### config.mk
export PLATFORM = sky130hd
export DESIGN_NAME = noc_txn_scheduler
export DESIGN_NICKNAME = d
export VERILOG_FILES = /design/src/rtl/noc_txn_scheduler.sv
export SDC_FILE = /design/constraint.sdc
export NUM_CORES = 1
export LEC_CHECK = 0
export ABC_AREA = 1
export BUFFER_PORTS_ARGS = -buffer_cell sky130_fd_sc_hd__buf_2
export CORE_AREA = 2 2 176 178
export CTS_CLUSTER_SIZE = 30
export DETAILED_ROUTE_END_ITERATION = 8
export DIE_AREA = 0 0 178 180
export HOLD_SLACK_MARGIN = 0.08
export PLACE_DENSITY = 0.57
export REMOVE_ABC_BUFFERS = 1
export SYNTH_ARGS = -nofsm -noshare
export SYNTH_HDL_FRONTEND = slang
export SYNTH_SLANG_ARGS = --single-unit
export TNS_END_PERCENT = 10
### constraint.sdc
create_clock -name M_AXI_ACLK -period 4 [get_ports M_AXI_ACLK]
set_clock_uncertainty 0.15 [all_clocks]
set_input_delay 0.2 -clock M_AXI_ACLK [delete_from_list [all_inputs] [get_ports M_AXI_ACLK]]
set_output_delay 0.2 -clock M_AXI_ACLK [all_outputs]
set_load 0.05 [all_outputs]
### src/rtl/noc_txn_scheduler.sv
// Round-robin scheduler that launches one AXI NoC transfer at a time and reports its completion.
// Define NOC_SCHED_TIMEOUT_EN to add a WAIT-state watchdog that completes a stuck transfer with an error.
module noc_txn_scheduler #(
   parameter int NUM_REQ        = 4,
   parameter int INIT_PULSE     = 4,
   parameter int TIMEOUT_CYCLES = 4096
) (
   input  logic                    M_AXI_ACLK,
   input  logic                    M_AXI_ARESET,
   input  logic [NUM_REQ-1:0]      req_valid,
   input  logic [NUM_REQ-1:0]      req_is_rd,
   input  logic [8*NUM_REQ-1:0]    req_port_id,
   input  logic [32*NUM_REQ-1:0]   req_len,
   input  logic [32*NUM_REQ-1:0]   req_addr,
   output logic [NUM_REQ-1:0]      req_ack,
   output logic                    INIT_AXI_TXN,
   output logic                    INIT_AXI_RXN,
   output logic [7:0]              PORT_ID_WR,
   output logic [7:0]              PORT_ID_RD,
   output logic [31:0]             MSG_LENGTH_WR,
   output logic [31:0]             MSG_LENGTH_RD,
   output logic [31:0]             INPUT_WADDR,
   output logic [31:0]             READ_ADDR,
   input  logic                    TXN_DONE,
   input  logic                    RXN_DONE,
   output logic                    done_valid,
   output logic [2:0]              done_id,
   output logic                    done_err,
   output logic                    busy
);

   typedef enum logic [1:0] {IDLE, LAUNCH, WAIT, COMPLETE} state_t;

   state_t       state, state_next;
   logic [2:0]   rr_ptr, rr_next;
   logic [2:0]   winner;
   logic [3:0]   pcnt;
   logic         done_seen;
   logic         is_rd;
   logic         err_flag;
   logic         timeout_hit;

   logic [7:0]   valid_pad, rd_pad;
   logic [7:0]   port_arr [8];
   logic [31:0]  len_arr  [8];
   logic [31:0]  addr_arr [8];

   logic         any_req;
   logic         grant;
   logic [2:0]   win_idx;
   logic [3:0]   rr_sum;
   logic [2:0]   rr_idx;
   logic         win_zero;
   logic         match_done;
   logic [NUM_REQ-1:0] ack_next;

   // Unpack requester fields into fixed 8-entry tables so the winner can be selected by index.
   always_comb begin
      valid_pad = '0;
      rd_pad    = '0;
      valid_pad[NUM_REQ-1:0] = req_valid;
      rd_pad[NUM_REQ-1:0]    = req_is_rd;
      for (int i = 0; i < 8; i++) begin
         port_arr[i] = '0;
         len_arr[i]  = '0;
         addr_arr[i] = '0;
      end
      for (int i = 0; i < NUM_REQ; i++) begin
         port_arr[i] = req_port_id[8*i +: 8];
         len_arr[i]  = req_len[32*i +: 32];
         addr_arr[i] = req_addr[32*i +: 32];
      end
   end

   // Scan from the farthest offset down so the requester closest to rr_ptr wins.
   always_comb begin
      any_req = 1'b0;
      win_idx = '0;
      rr_sum  = '0;
      rr_idx  = '0;
      for (int k = NUM_REQ - 1; k >= 0; k--) begin
         rr_sum = {1'b0, rr_ptr} + 4'(k);
         if (rr_sum >= 4'(NUM_REQ)) rr_sum = rr_sum - 4'(NUM_REQ);
         rr_idx = rr_sum[2:0];
         if (valid_pad[rr_idx]) begin
            any_req = 1'b1;
            win_idx = rr_idx;
         end
      end
   end

   assign grant      = (state == IDLE) && any_req;
   assign win_zero   = (len_arr[win_idx] == 32'd0);
   assign match_done = is_rd ? RXN_DONE : TXN_DONE;
   assign rr_next    = (win_idx == 3'(NUM_REQ - 1)) ? 3'd0 : win_idx + 3'd1;

   always_comb begin
      ack_next = '0;
      for (int i = 0; i < NUM_REQ; i++) begin
         ack_next[i] = grant && (win_idx == 3'(i));
      end
   end

`ifdef NOC_SCHED_TIMEOUT_EN
   logic [15:0] tcnt;

   always_ff @(posedge M_AXI_ACLK) begin
      if (M_AXI_ARESET || state != WAIT) tcnt <= '0;
      else                               tcnt <= tcnt + 16'd1;
   end

   assign timeout_hit = (state == WAIT) && (tcnt == 16'(TIMEOUT_CYCLES - 1));
`else
   // Watchdog compiled out; the parameter stays so both builds share one interface.
   assign timeout_hit = 1'b0 & (TIMEOUT_CYCLES > 0);
`endif

   always_comb begin
      state_next = state;
      case (state)
         IDLE:     if (any_req) state_next = win_zero ? COMPLETE : LAUNCH;
         LAUNCH:   if (pcnt == 4'd0) state_next = (done_seen || match_done) ? COMPLETE : WAIT;
         WAIT:     if (match_done || timeout_hit) state_next = COMPLETE;
         COMPLETE: state_next = IDLE;
         default:  state_next = IDLE;
      endcase
   end

   // Datapath and registered outputs; the untouched direction keeps its last grant's values.
   always_ff @(posedge M_AXI_ACLK) begin
      if (M_AXI_ARESET) begin
         state         <= IDLE;
         rr_ptr        <= '0;
         winner        <= '0;
         pcnt          <= '0;
         done_seen     <= 1'b0;
         is_rd         <= 1'b0;
         err_flag      <= 1'b0;
         req_ack       <= '0;
         INIT_AXI_TXN  <= 1'b0;
         INIT_AXI_RXN  <= 1'b0;
         PORT_ID_WR    <= '0;
         PORT_ID_RD    <= '0;
         MSG_LENGTH_WR <= '0;
         MSG_LENGTH_RD <= '0;
         INPUT_WADDR   <= '0;
         READ_ADDR     <= '0;
         done_valid    <= 1'b0;
         done_id       <= '0;
         done_err      <= 1'b0;
         busy          <= 1'b0;
      end else begin
         state      <= state_next;
         busy       <= (state_next != IDLE);
         req_ack    <= ack_next;
         done_valid <= 1'b0;
         done_err   <= 1'b0;
         case (state)
            IDLE: begin
               if (grant) begin
                  winner    <= win_idx;
                  is_rd     <= rd_pad[win_idx];
                  rr_ptr    <= rr_next;
                  done_seen <= 1'b0;
                  err_flag  <= win_zero;
                  pcnt      <= 4'(INIT_PULSE - 1);
                  if (rd_pad[win_idx]) begin
                     PORT_ID_RD    <= port_arr[win_idx];
                     MSG_LENGTH_RD <= len_arr[win_idx];
                     READ_ADDR     <= addr_arr[win_idx];
                     INIT_AXI_RXN  <= !win_zero;
                  end else begin
                     PORT_ID_WR    <= port_arr[win_idx];
                     MSG_LENGTH_WR <= len_arr[win_idx];
                     INPUT_WADDR   <= addr_arr[win_idx];
                     INIT_AXI_TXN  <= !win_zero;
                  end
               end
            end
            LAUNCH: begin
               if (match_done) done_seen <= 1'b1;
               if (pcnt == 4'd0) begin
                  INIT_AXI_TXN <= 1'b0;
                  INIT_AXI_RXN <= 1'b0;
               end else begin
                  pcnt <= pcnt - 4'd1;
               end
            end
            WAIT: begin
               if (timeout_hit && !match_done) err_flag <= 1'b1;
            end
            COMPLETE: begin
               done_valid <= 1'b1;
               done_err   <= err_flag;
               done_id    <= winner;
            end
            default: ;
         endcase
      end
   end

endmodule

=== Word-level counts from Yosys, hierarchy flattened ===
Cells that the tools add are included.
Widths: inputs -> output; s select.

* RAM bits: 0
* Bits in read-only memories: 0
* Latch bits: 0
* Bits in registers: 171
* Input port bits: 300
* Output and inout bits: 156
* Memories kept: 0
* Logic and storage cells: 128

* Mux-type cells: 53
* Add/sub/neg operators: 9
* Shift-type cells: 0
* Equal/unequal tests: 12
* Multipliers: 0
* $lt $le $gt $ge: 10
* Div/mod/pow operators: 0
* Reduce and logical (&&, ||, !) cells: 21
* Bitwise operators: 3

{| class="wikitable"
|+ Operators with widths
! cell !! count
|-
| $bmux 32 s3 || 2
|-
| $mux 32 || 4
|-
| $logic_not 32->1 || 1
|-
| $mux 3 || 9
|-
| $bmux 8 s3 || 1
|-
| $lt 3x4->1 const B || 5
|-
| $mux 1 || 19
|-
| $mux 8 || 2
|-
| $bmux 1 s3 || 5
|-
| $ge 4x3->1 const B || 3
|-
| $reduce_and 3->1 || 4
|-
| $sub 3x3->3 const B || 4
|-
| $ne 2x2->1 const B || 5
|-
| $add 3x2->4 const B || 2
|-
| $mux 2 || 4
|-
| $mux 4 || 2
|-
| $pmux 2 s4 || 1
|-
| $pmux 4 s2 || 1
|-
| $reduce_and 4->1 || 2
|-
| $eq 3x2->1 const B || 2
|-
| $pmux 1 s2 || 3
|-
| $logic_and 1x1->1 || 5
|-
| $add 3x1->4 const B || 1
|-
| $eq 2x2->1 const B || 2
|-
| 17 further kinds || 19
|}

=== Logic depth before layout (Yosys ltp) ===
Gate-level depths: netlist of the first run.

* Depth after elaboration: 18
* Mapped depth: 23
* Depth with buffers taken out: 20

=== Least setup slack after synthesis of the first run ===
OpenSTA, ideal clock, no wires.

* Kind: reg-to-reg
* Start point: reg rr_ptr[0]
* End point: reg INIT_AXI_RXN
* Setup time: 0.120 ns
* Cell stages (with the launch flop): 22
* Data arrival time: 2.352 ns
* Clock period less this slack: 2.622 ns
* Setup slack: 1.378 ns
* Cells stage by stage: dfxtp_1 > buf_6 > inv_6 > ha_1 > inv_1 > nand3_1 > inv_2 > nor2_4 > nand2_1 > nand3_2 > buf_6 > buf_2 > nand3_1 > nand3_1 > nand2_1 > nand2_1 > nor2_1 > nand2_1 > nor2_2 > nand2_1 > nand2_1 > a21oi_1

* Longest elaborated chain between the ends: 18

{| class="wikitable"
|+ RTL lines
! what !! line !! source
|-
| start: declaration || 35 || <nowiki>logic [2:0] rr_ptr, rr_next;</nowiki>
|-
| start signal: assignment || 163 || <nowiki>rr_ptr <= rr_next;</nowiki>
|-
| $add 3x2->4 || 82 || <nowiki>rr_sum = {1'b0, rr_ptr} + 4'(k);</nowiki>
|-
| $ge 4x3->1 / $sub 3x3->3 (equally long branches) || 83 || <nowiki>if (rr_sum >= 4'(NUM_REQ)) rr_sum = rr_sum - 4'(NUM_REQ);</nowiki>
|-
| $mux 3 || 83 ||
|-
| $bmux 1 s3 || 85 || <nowiki>if (valid_pad[rr_idx]) begin</nowiki>
|-
| $mux 1 (implied by the code) || 85 ||
|-
| $mux 3 (4 in a row) || 85 ||
|-
| $not 3->4 (implied by the code) || 93 || <nowiki>assign win_zero = (len_arr[win_idx] == 32'd0);</nowiki>
|-
| $bmux 32 s3 || 93 ||
|-
| $mux 32 (implied by the code) (2 in a row) || 93 ||
|-
| $logic_not 32->1 || 93 ||
|-
| $logic_not 1->1 || 171 || <nowiki>INIT_AXI_RXN <= !win_zero;</nowiki>
|-
| $mux 1 || 167 || <nowiki>if (rd_pad[win_idx]) begin</nowiki>
|-
| $mux 1 || 160 || <nowiki>if (grant) begin</nowiki>
|-
| $pmux 1 s2 || 158 || <nowiki>case (state)</nowiki>
|-
| end signal: assignment || 171 ||
|-
| end: declaration || 17 || <nowiki>output logic INIT_AXI_RXN,</nowiki>
|}

Parallel ways exist; a longest one is shown, timed or not. The select of a mux whose other input is x is not followed.
A chain may end at the register's enable or synchronous reset.

=== Worst setup path in the final report of the first run ===
* Start point: reg rr_ptr[1]
* End point: reg MSG_LENGTH_WR[19]

* Longest elaborated chain between the ends: 13

{| class="wikitable"
|+ RTL lines
! what !! line !! source
|-
| $add 3x2->4 || 82 ||
|-
| $ge 4x3->1 / $sub 3x3->3 (equally long branches) || 83 ||
|-
| $mux 3 || 83 ||
|-
| $bmux 1 s3 || 85 ||
|-
| $mux 1 (implied by the code) || 85 ||
|-
| $mux 3 (4 in a row) || 85 ||
|-
| $bmux 1 s3 / $not 3->4 (equally long branches) || 167, 174 ||
|-
| $mux 1 (implied by the code) / $bmux 32 s3 (equally long branches) || 167, 174 ||
|-
| $not 1->1 (no source line) / $mux 32 (equally long branches) || n/a ||
|-
| $reduce_and 3->1 (no source line) / $mux 32 (equally long branches) || n/a ||
|-
| end signal: assignment || 174 || <nowiki>MSG_LENGTH_WR <= len_arr[win_idx];</nowiki>
|-
| end: declaration || 20 || <nowiki>output logic [31:0] MSG_LENGTH_WR,</nowiki>
|}

Parallel ways exist; a longest one is shown, timed or not. The select of a mux whose other input is x is not followed.

==> results of run 1 <==
## layer usage
layer,track usage (%),part of all wire (%),vias to the layer above
met2,34.37,48,361
met4,7.475,2.5,0
met1,27.22,44,4937
li1,-,-,5217
met5,0,0,-
met3,4.251,5.7,52
## stage by stage
stage                     setup TNS, ns  power [mW]  worst slack (ns)  cell area, um^2  cells
after floorplan                 -339.69       8.496            -3.176             8234   1147
after global placement                0       10.96            0.7132            11230   2021
after detailed placement              0       11.03            0.6363            11230   2021
after CTS                             0       13.25            0.1118            12770   2150
after global routing          -0.008275       14.29         -0.008275            12800   2152
final                                 0       13.23            0.2791            12800   2152
## state kept, by name, summed over array words and instances, names as in the netlist
signal	count
READ_ADDR	32
rr_ptr	3
busy	1
INPUT_WADDR	32
INIT_AXI_RXN	1
winner	3
done_seen	1
PORT_ID_RD	8
err_flag	1
req_ack	4
pcnt	4
done_id	3
MSG_LENGTH_RD	32
is_rd	1
done_err	1
state	2
PORT_ID_WR	8
INIT_AXI_TXN	1
done_valid	1
MSG_LENGTH_WR	32
## cell usage after synthesis (all sizes together)
master and n:
a211oi 1, a21oi 88, a221oi 1, a32o 1, buf 71, clkbuf 31, clkinv 1, dfxtp 171
ha 7, inv 34, mux2 1, nand2 170, nand3 144, nand3b 2, nand4 1, nor2 281
nor3 5, nor3b 2, o211ai 1, o21ai 194, o22ai 1, o31ai 1, o32a 8, o32ai 32
## worst paths after layout
kind / cells past startpoint / startpoint / slack [ns] / to
max: 16 / rr_ptr[1] / 0.28 / MSG_LENGTH_WR[19]
min: 5 / req_addr[122] / 0.09 / INPUT_WADDR[26]
max reg2reg: 16 / rr_ptr[1] / 0.28 / MSG_LENGTH_WR[19]
min reg2reg: 2 / winner[2] / 0.30 / winner[2]
## what timing repair did
item / CTS / global route
gates resized for setup: 0 / 9
setup endpoints to repair: 0 / 17
hold endpoints to repair: 105 / 0
setup buffers: 0 / 0
hold buffers: 98 / 0
## critical path, cell delays in order, from the launching register on
cell	delay, ns
dfxtp_1	0.38
inv_2	0.10
ha_1	0.31
inv_2	0.11
nand3_1	0.08
nand2_1	0.07
nor2_2	0.05
nand2_1	0.06
nand2_1	0.06
nand2_2	0.11
buf_4	0.52
nand3_1	0.15
nand3_1	0.13
dlygate4sd3_1	0.55
nand2_1	0.07
dlygate4sd3_1	0.58
a21oi_1	0.15
## area by class of cell
class	instances	area, um^2	area share [%]
antenna	2	5.005	0.03909
clock buffer	19	442.9	3.460
clock inverter	12	110.1	0.8600
inverter	35	140.1	1.095
multi-input combinational	941	4690	36.63
sequential	171	3423	26.74
tap	396	495.5	3.870
timing repair buffer	576	3496	27.31
## logic make-up after synthesis
| group | count (synthesis) | synth area share (%) |
|---|---|---|
| muxes | 1 | 0.1276 |
| adders and majority gates | 7 | 0.9922 |
| buffers and inverters | 137 | 8.264 |
| and+or+nand+nor | 605 | 28.89 |
| DFF | 171 | 38.78 |
| AOI/OAI and AO/OA | 328 | 22.95 |
## power groups by stage
stage                     clock [mW]  combinational [mW]  sequential [mW]
after floorplan                    0                4.31             4.19
after global placement             0                8.40             2.56
after detailed placement           0                8.46             2.57
after CTS                       1.63                9.09             2.54
after global routing            1.69                9.99             2.61
final                           1.57                9.11             2.54
==> metrics.yaml, run 1 <==
sta:
  hold_violations: 0
  final-setup-viol-count: 0
  slew_headroom_pct: 34.59
  worst_pin_slew_ns: 0.9811
  period_needed_ns: 3.721
  fin_crit_sh_pct: 93.02
  fmaxAchievable_mhz: 268.8
  slew_violations: 0
  whs_ns: 0.08787
synth:
  yosysUniqueCellTypes: 37
  synth_top_area_share_pct: 38.78
  netlist_area_um2: 8827
  ys_ff_latch: 171
  synth.avg_cell_area_um2: 7.067
  yosysSeqAreaShare_pct: 38.78
  yosys.area.top_type: "dfxtp_1"
  syn-instance-count: 1249
  synthTopCellsByArea: "dfxtp_1 (39%), nor2_1 (12%), o21ai_0 (9.6%), nand3_1 (7.9%), nand2_1 (6.8%)"
  ys_warn_count: 0
grt:
  grt_max_degree: 109
  grt_pass1_vias: 10005
  overflow: 0
  grt_first_pass_wirelength_um: 53630
  grt_util_all_layers_pct: 21.00
  antenna_found_initial: 2
power_and_ir_drop:
  p_int_mw: 5.963
  p_seq_share_pct: 19.2
  p_per_area_nw_per_um2: 1033
  clkPwrFrac_pct: 11.9
  ir_drop_uv: 495.5
  p_leak_nw: 6.169
  switching_power_mw: 7.264
  p_sw_share_pct: 54.92
  comb_power_share_pct: 68.9
setup_path:
  cp_max_fo: 62
  worstPathRequired_ns: 4.20
  endpoint_kind: "flop"
  start_kind: "flop"
  arrival_ns: 3.92
  worstSetupPathType: "reg -> reg"
placed_design:
  routabilityCongestion: 0.8972
  hpwlAfterDp_um: 24930
  portBuffers: 455
drt:
  vias_per_cell: 4.910
  drtIter0Drc: 776
  drt-pass1-iter-count: 5
  ant_nets: 0
  wl_um: 34630
  drc_errors: 0
  num_vias: 10567
  wire_per_inst_um: 16.09
finish:
  nNetsFinal: 2049
  layout-drive-gt1-share_pct: 32.27
  mostFrequentLayoutCells: "buf_2 (455), nor2_1 (274), dfxtp_1 (171)"
  fin_util_pct: 42.41
  nFillCells: 3176
  area_delta_synth_final_pct: 45.03
  final_common_cell: "buf_2"
status:
  status: "finished clean"
floorplanning:
  die_x_um: 178
  core_area_um2: 30190
  boundaryPins: 456
  start_util_pct: 29.24
  rows: 64
  die_y_um: 180
  fp.dieArea_um2: 32040
flow_run:
  maxCapViolations: 0
clock_tree:
  htree_levels: 4
  clk_pin_slew_ns: 0.07
  cts_tree: "yes"
  worstSkewPairLatency_ns: 0.42
  clock_path_buffers: 2
  cts.sinks: 171
  numCtsBuffers: 17
  cts_root_buf: "clkbuf_16"
hold_path:
  hold_path_class: "in -> reg"
(Power assumes the default switching activity.)
==> run 2: changes to the inputs <==
- PLACE_DENSITY: 0.57 -> 0.65
==> run 2 against run 1 <==
Power increased by 1.4%. Via count rose by 1.8%. Largest cell class unchanged. Largest power group unchanged. Register-to-register slack worse by 0.03 ns. Worst setup slack got worse by 0.027 ns. Core utilization is 0.066 points higher.
==> metrics.yaml, run 2 (synthesis results as in run 1) <==
placed_design:
  portBuffers: 455  # unchanged
  hpwlAfterDp_um: 24370  # was 24930 um
  dpl_cell_area_um2: 11210  # was 11230 um^2
  routabilityCongestion: 0.8834  # was 0.8972
  place_ws_ns: 0.6213  # was 0.6363 ns
power_and_ir_drop:
  p_leak_nw: 6.159  # was 6.169 nW
  p_per_area_nw_per_um2: 1046  # was 1033 nW/um^2
  ir_drop_uv: 583.0  # was 495.5 uV
  power_mw: 13.42  # was 13.23 mW
finish:
  area_delta_synth_final_pct: 45.26  # was 45.03%
  stdcell_area_um2: 12820  # was 12800 um^2
  final_common_cell: "buf_2"  # unchanged
  nNetsFinal: 2045  # was 2049
  nFillCells: 3124  # was 3176
  layout-drive-gt1-share_pct: 32.06  # was 32.27%
  mostFrequentLayoutCells: "buf_2 (455), nor2_1 (275), dfxtp_1 (169), o21ai_0 (169), nand2_1 (160)"  # was buf_2 (455), nor2_1 (274), dfxtp_1 (171)
grt:
  grt_util_all_layers_pct: 21.09  # was 21.00%
  grt_pass1_vias: 9957  # was 10005
  grt_use_met1_pct: 26.67  # was 27.22%
  use_met2_pct: 35.57  # was 34.37%
  grt_max_degree: 115  # was 109
  overflow: 0  # unchanged
  grt_first_pass_wirelength_um: 53810  # was 53630 um
  grt.busiest_layer: "met2"  # unchanged
  met3_usage_pct: 3.913  # was 4.251%
  antenna_found_initial: 2  # unchanged
clock_tree:
  clock_path_buffers: 2  # unchanged
  post-cts-setup-buffers: 0  # unchanged
  cts.sinks: 171  # unchanged
  cts_tree: "yes"  # unchanged
  clk_pin_slew_ns: 0.08  # was 0.07 ns
  worstSkewPairLatency_ns: 0.42  # about the same
  numCtsBuffers: 17  # unchanged
  cts_root_buf: "clkbuf_16"  # unchanged
  htree_levels: 4  # unchanged
floorplanning:
  die_y_um: 180  # unchanged
  fp.dieArea_um2: 32040  # unchanged
  core_area_um2: 30190  # unchanged
  start_util_pct: 29.24  # unchanged
  rows: 64  # unchanged
  boundaryPins: 456  # unchanged
  die_x_um: 178  # unchanged
sta:
  slew_headroom_pct: 32.44  # was 34.59%
  whs_ns: 0.09720  # was 0.08787 ns
  hold_violations: 0  # unchanged
  fin_ws_ns: 0.2522  # was 0.2791 ns
  fmaxAchievable_mhz: 266.8  # was 268.8 MHz
  slew_violations: 0  # unchanged
  fin_crit_sh_pct: 93.69  # was 93.02%
  worst_pin_slew_ns: 1.013  # was 0.9811 ns
  final-setup-viol-count: 0  # unchanged
  rsz0062_at_grt: "true"
  period_needed_ns: 3.748  # was 3.721 ns
status:
  status: "finished clean"  # unchanged
setup_path:
  worstSetupPathType: "reg -> reg"  # unchanged
  endpoint_kind: "flop"  # unchanged
  arrival_ns: 3.95  # was 3.92 ns
  reg2reg_depth: 15  # was 16
  reg2reg_from: "rr_ptr[1]"  # unchanged
  cp_max_fo: 64  # was 62
  r2r-end: "MSG_LENGTH_RD[17]"  # was MSG_LENGTH_WR[19]
  r2r_slack_ns: 0.25  # was 0.28 ns
  start_kind: "flop"  # unchanged
  worstPathRequired_ns: 4.20  # about the same
hold_path:
  whs_path_depth: 5  # unchanged
  hold_path_class: "in -> reg"  # unchanged
  hold-path-endpoint: "READ_ADDR[19]"  # was INPUT_WADDR[26]
  hold_path_startpoint: "req_addr[83]"  # was req_addr[122]
drt:
  drc_errors: 0  # unchanged
  wire_per_inst_um: 16.64  # was 16.09 um
  drt-pass1-iter-count: 5  # unchanged
  wl_um: 35740  # was 34630 um
  ant_nets: 0  # unchanged
  drtIter0Drc: 684  # was 776
  vias_per_cell: 5.011  # was 4.910
  num_vias: 10759  # was 10567
flow_run:
  maxCapViolations: 0  # unchanged
-- run 2: cell types whose count changed in the layout (fill, tap and decap cells not counted), sizes merged --
| cell | change |
|---|---|
| diode | -1 |
| bufinv | +2 |
| clkbuf | +1 |
| clkinvlp | +2 |
| inv | -1 |
| buf | -7 |
| clkinv | -3 |
| dlygate4sd3 | +2 |
-- run 2: power breakdown --
group,switching [mW],internal [mW]
Sequential,0.262,2.28
Combinational,6.34,2.85
Clock,0.743,0.943
Total,7.34,6.07
-- run 2: per-layer routing --
metal  up-vias  part of all wire, %
li1       5208                    -
met2       426                   48
met4         2                  2.9
met1      5050                   42
met5         -                0.028
met3        73                  6.4
-- run 2: metrics by stage --
step | std cells | util [%] | TNS [ns]
2_1_floorplan | 1147 | - | -339.69
3_3_place_gp | 2014 | 37.12 | 0
3_5_place_dp | 2014 | 37.12 | 0
4_1_cts | 2145 | 42.36 | 0
5_1_grt | 2147 | 42.47 | -0.2274
6_report | 2147 | 42.47 | 0
-- run 2: worst max path at each step --
stage                     startpoint                end  slack, ns  cells after the start
after detailed placement   rr_ptr[1]       INIT_AXI_TXN       0.62                     20
after global placement     rr_ptr[1]       INIT_AXI_RXN       0.71                     17
after global routing       rr_ptr[1]      PORT_ID_RD[6]      -0.03                     17
after floorplan            rr_ptr[0]              is_rd      -3.18                     16
after CTS                  rr_ptr[0]  MSG_LENGTH_RD[17]       0.03                     16
final                      rr_ptr[1]  MSG_LENGTH_RD[17]       0.25                     15
-- run 2: cell type report --
class / count / area [um^2] / share of cell area [%]
diodes: 1 / 2.502 / 0.01952
clock buffers: 19 / 442.9 / 3.454
clock inverters: 12 / 138.9 / 1.083
repair buffers: 572 / 3490 / 27.22
inverters: 35 / 140.1 / 1.093
multi-input cells: 941 / 4687 / 36.55
flip-flops and latches: 171 / 3426 / 26.72
well taps: 396 / 495.5 / 3.864
-- run 2: worst max-delay path: stages, from the launching register on --
cell           delay [ns]
dfxtp_2              0.36
inv_2                0.08
ha_1                 0.31
inv_2                0.07
nand3_1              0.12
inv_2                0.05
nor2_4               0.12
nand2_1              0.07
nand3_2              0.09
buf_4                0.55
nand3_1              0.17
nand3_1              0.13
dlygate4sd3_1        0.55
nand2_1              0.07
dlygate4sd3_1        0.58
a21oi_1              0.16
-- run 2: timing repair --
action                                  CTS  global route
hold buffers                            100             0
resized for setup                         0             9
endpoints found under the hold margin   105             0
endpoints found under the setup margin    0            39
==> run 3: changes to the inputs <==
- CORE_AREA: 2 2 176 178 -> 2 2 177 179
- DIE_AREA: 0 0 178 180 -> 0 0 179 181
- PLACE_DENSITY: 0.65 -> 0.64
==> run 3 against run 2 <==
Sequential share of layout area is 0.26 points higher. Core utilization is 0.61 points lower. Via count is 1.6% lower. Combinational power is 1% lower. Register-to-register slack worse by 0.02 ns. Wire length is 3.3% lower. Clock power hardly changed. Count of clock-buffer cells in the layout is 1 lower. First-iteration DRC count is 5.8% higher. Critical endpoint is now INIT_AXI_TXN. Largest power group unchanged.
==> metrics.yaml, run 3 (synthesis results as in run 1) <==
clock_tree:
  clk_pin_slew_ns: 0.07  # was 0.08 ns
  numCtsBuffers: 17  # unchanged
  htree_levels: 4  # unchanged
  cts_root_buf: "clkbuf_16"  # unchanged
  worstSkewPairLatency_ns: 0.42  # about the same
  cts.sinks: 171  # unchanged
  clock_path_buffers: 2  # unchanged
  post-cts-setup-buffers: 0  # unchanged
  cts_tree: "yes"  # unchanged
hold_path:
  whs_path_depth: 5  # unchanged
  hold_path_class: "in -> reg"  # unchanged
  hold_path_startpoint: "req_port_id[30]"  # was req_addr[83]
  hold-path-endpoint: "PORT_ID_WR[6]"  # was READ_ADDR[19]
setup_path:
  critPathMaxStageDelay_ns: 0.57  # was 0.58 ns
  endpoint_kind: "flop"  # unchanged
  path_cells: "inv_2, ha_1, inv_1, nand3_1, nand3_1, nand3_1, inv_1, nand2_1, nand3_2, buf_4, nand3_1, dlygate4sd3_1, nand2_1, nand2_1, nor2_1, nand2_1, nor2_2, nand2_1, nand2_1, a21oi_1"  # was inv_2, ha_1, inv_2, nand3_1, inv_2, nor2_4, nand2_1, nand3_2, buf_4, nand3_1, nand3_1, dlygate4sd3_1, nand2_1, dlygate4sd3_1, a21oi_1
  reg2reg_from: "rr_ptr[1]"  # unchanged
  crit_slowest_cell: "dlygate4sd3_1"  # unchanged
  r2r_slack_ns: 0.24  # was 0.25 ns
  worstSetupPathType: "reg -> reg"  # unchanged
  r2r-end: "INIT_AXI_TXN"  # was MSG_LENGTH_RD[17]
  arrival_ns: 3.92  # was 3.95 ns
  reg2reg_depth: 20  # was 15
  start_kind: "flop"  # unchanged
  cp_max_fo: 35  # was 64
  cp_common_cell: "nand2_1"
  worstPathRequired_ns: 4.15  # was 4.20 ns
sta:
  worst_pin_slew_ns: 0.9295  # was 1.013 ns
  period_needed_ns: 3.764  # was 3.748 ns
  slew_headroom_pct: 38.04  # was 32.44%
  fmaxAchievable_mhz: 265.7  # was 266.8 MHz
  final-setup-viol-count: 0  # unchanged
  rsz0062_at_grt: "false"  # was true
  fin_crit_sh_pct: 94.10  # was 93.69%
  whs_ns: 0.08965  # was 0.09720 ns
  hold_violations: 0  # unchanged
  slew_violations: 0  # unchanged
power_and_ir_drop:
  ir_drop_uv: 443.2  # was 583.0 uV
  p_seq_share_pct: 19.1  # was 18.9%
  p_leak_nw: 6.123  # was 6.159 nW
  p_int_mw: 5.946  # was 6.073 mW
  switching_power_mw: 7.339  # was 7.344 mW
  p_per_area_nw_per_um2: 1046  # about the same
  p_sw_share_pct: 55.24  # was 54.74%
  comb_power_share_pct: 68.3  # was 68.5%
  clkPwrFrac_pct: 12.6  # about the same
  power_mw: 13.28  # was 13.42 mW
flow_run:
  maxCapViolations: 0  # unchanged
finish:
  area_delta_synth_final_pct: 43.93  # was 45.26%
  fin_util_pct: 41.86  # was 42.47%
  mostFrequentLayoutCells: "buf_2 (455), nor2_1 (275), dfxtp_1 (170)"  # was buf_2 (455), nor2_1 (275), dfxtp_1 (169), o21ai_0 (169), nand2_1 (160)
  nFillCells: 3170  # was 3124
  antenna_cells: 0  # was 1
  fin_cells: 2133  # was 2147
  nNetsFinal: 2031  # was 2045
  layout-drive-gt1-share_pct: 32.30  # was 32.06%
  final_common_cell: "buf_2"  # unchanged
grt:
  grt_util_all_layers_pct: 20.74  # was 21.09%
  grt_pass1_vias: 10047  # was 9957
  overflow: 0  # unchanged
  grt_first_pass_wirelength_um: 53300  # was 53810 um
  grt_max_degree: 85  # was 115
  antenna_found_initial: 0  # was 2
floorplanning:
  rows: 64  # unchanged
  die_y_um: 181  # was 180 um
  fp.dieArea_um2: 32400  # was 32040 um^2
  die_x_um: 179  # was 178 um
  boundaryPins: 456  # unchanged
  start_util_pct: 29.09  # was 29.24%
  core_area_um2: 30350  # was 30190 um^2
drt:
  drt-pass1-iter-count: 5  # unchanged
  vias_per_cell: 4.965  # was 5.011
  drtIter0Drc: 724  # was 684
  num_vias: 10590  # was 10759
  wl_um: 34560  # was 35740 um
  wire_per_inst_um: 16.20  # was 16.64 um
  ant_nets: 0  # unchanged
  drc_errors: 0  # unchanged
placed_design:
  hpwlAfterDp_um: 24630  # was 24370 um
  dp.cells: 2016  # was 2014
  portBuffers: 455  # unchanged
  routabilityCongestion: 0.9499  # was 0.8834
status:
  status: "finished clean"  # unchanged
run 3: how the worst max path moves through the flow:
stage / from / cells after the start / slack [ns] / end
6_report: rr_ptr[1] / 20 / 0.24 / INIT_AXI_TXN
5_1_grt: rr_ptr[1] / 21 / 0.04 / INIT_AXI_RXN
4_1_cts: rr_ptr[0] / 16 / 0.07 / MSG_LENGTH_RD[14]
3_5_place_dp: rr_ptr[0] / 19 / 0.45 / INIT_AXI_TXN
3_3_place_gp: rr_ptr[0] / 19 / 0.51 / INIT_AXI_TXN
2_1_floorplan: rr_ptr[0] / 16 / -3.18 / is_rd
run 3: critical path: cells and delay by family (launching register included):
kind	cells	cell delay (ns)
AO/OA/AOI/OAI	1	0.06
adder cells (fa/ha/maj)	1	0.30
buffers and inverters	5	1.31
flip-flops	1	0.39
AND/OR/NAND/NOR	13	1.38
run 3: metal layers:
metal  vias up  routed length [um]  GRT usage [%]
met3        64                1997          3.662
li1       5180                   -              -
met5         -                   0              0
met2       417               16840          34.98
met4         0                1002          6.537
met1      4929               14720          26.65
run 3: what timing repair did:
item | CTS | global route
endpoints found under the setup margin | 0 | 32
gates resized for setup | 0 | 3
endpoints found under the hold margin | 93 | 0
hold buffers | 85 | 0
run 3: metrics by stage:
| stage | TNS, ns | setup WS [ns] | instance area, um^2 |
|---|---|---|---|
| 2_1_floorplan | -339.69 | -3.176 | 8234 |
| 3_3_place_gp | 0 | 0.5102 | 11260 |
| 3_5_place_dp | 0 | 0.4531 | 11260 |
| 4_1_cts | 0 | 0.07037 | 12700 |
| 5_1_grt | 0 | 0.03508 | 12700 |
| 6_report | 0 | 0.2361 | 12700 |
run 3: cell type report:
class,instances,area [um^2],area share [%]
Clock buffer,18,429.2,3.378
Sequential cell,171,3427,26.97
Tap cell,396,495.5,3.900
Timing Repair Buffer,558,3367,26.50
Multi-Input combinational cell,941,4687,36.89
Inverter,35,138.9,1.093
Clock inverter,14,160.2,1.261
run 3: power groups by stage:
| stage | logic (mW) | clock network [mW] | registers, mW |
|---|---|---|---|
| 6_report | 9.07 | 1.67 | 2.54 |
| 5_1_grt | 9.91 | 1.80 | 2.60 |
| 4_1_cts | 9.07 | 1.73 | 2.54 |
| 3_5_place_dp | 8.53 | 0 | 2.57 |
| 3_3_place_gp | 8.43 | 0 | 2.57 |
| 2_1_floorplan | 4.31 | 0 | 4.19 |
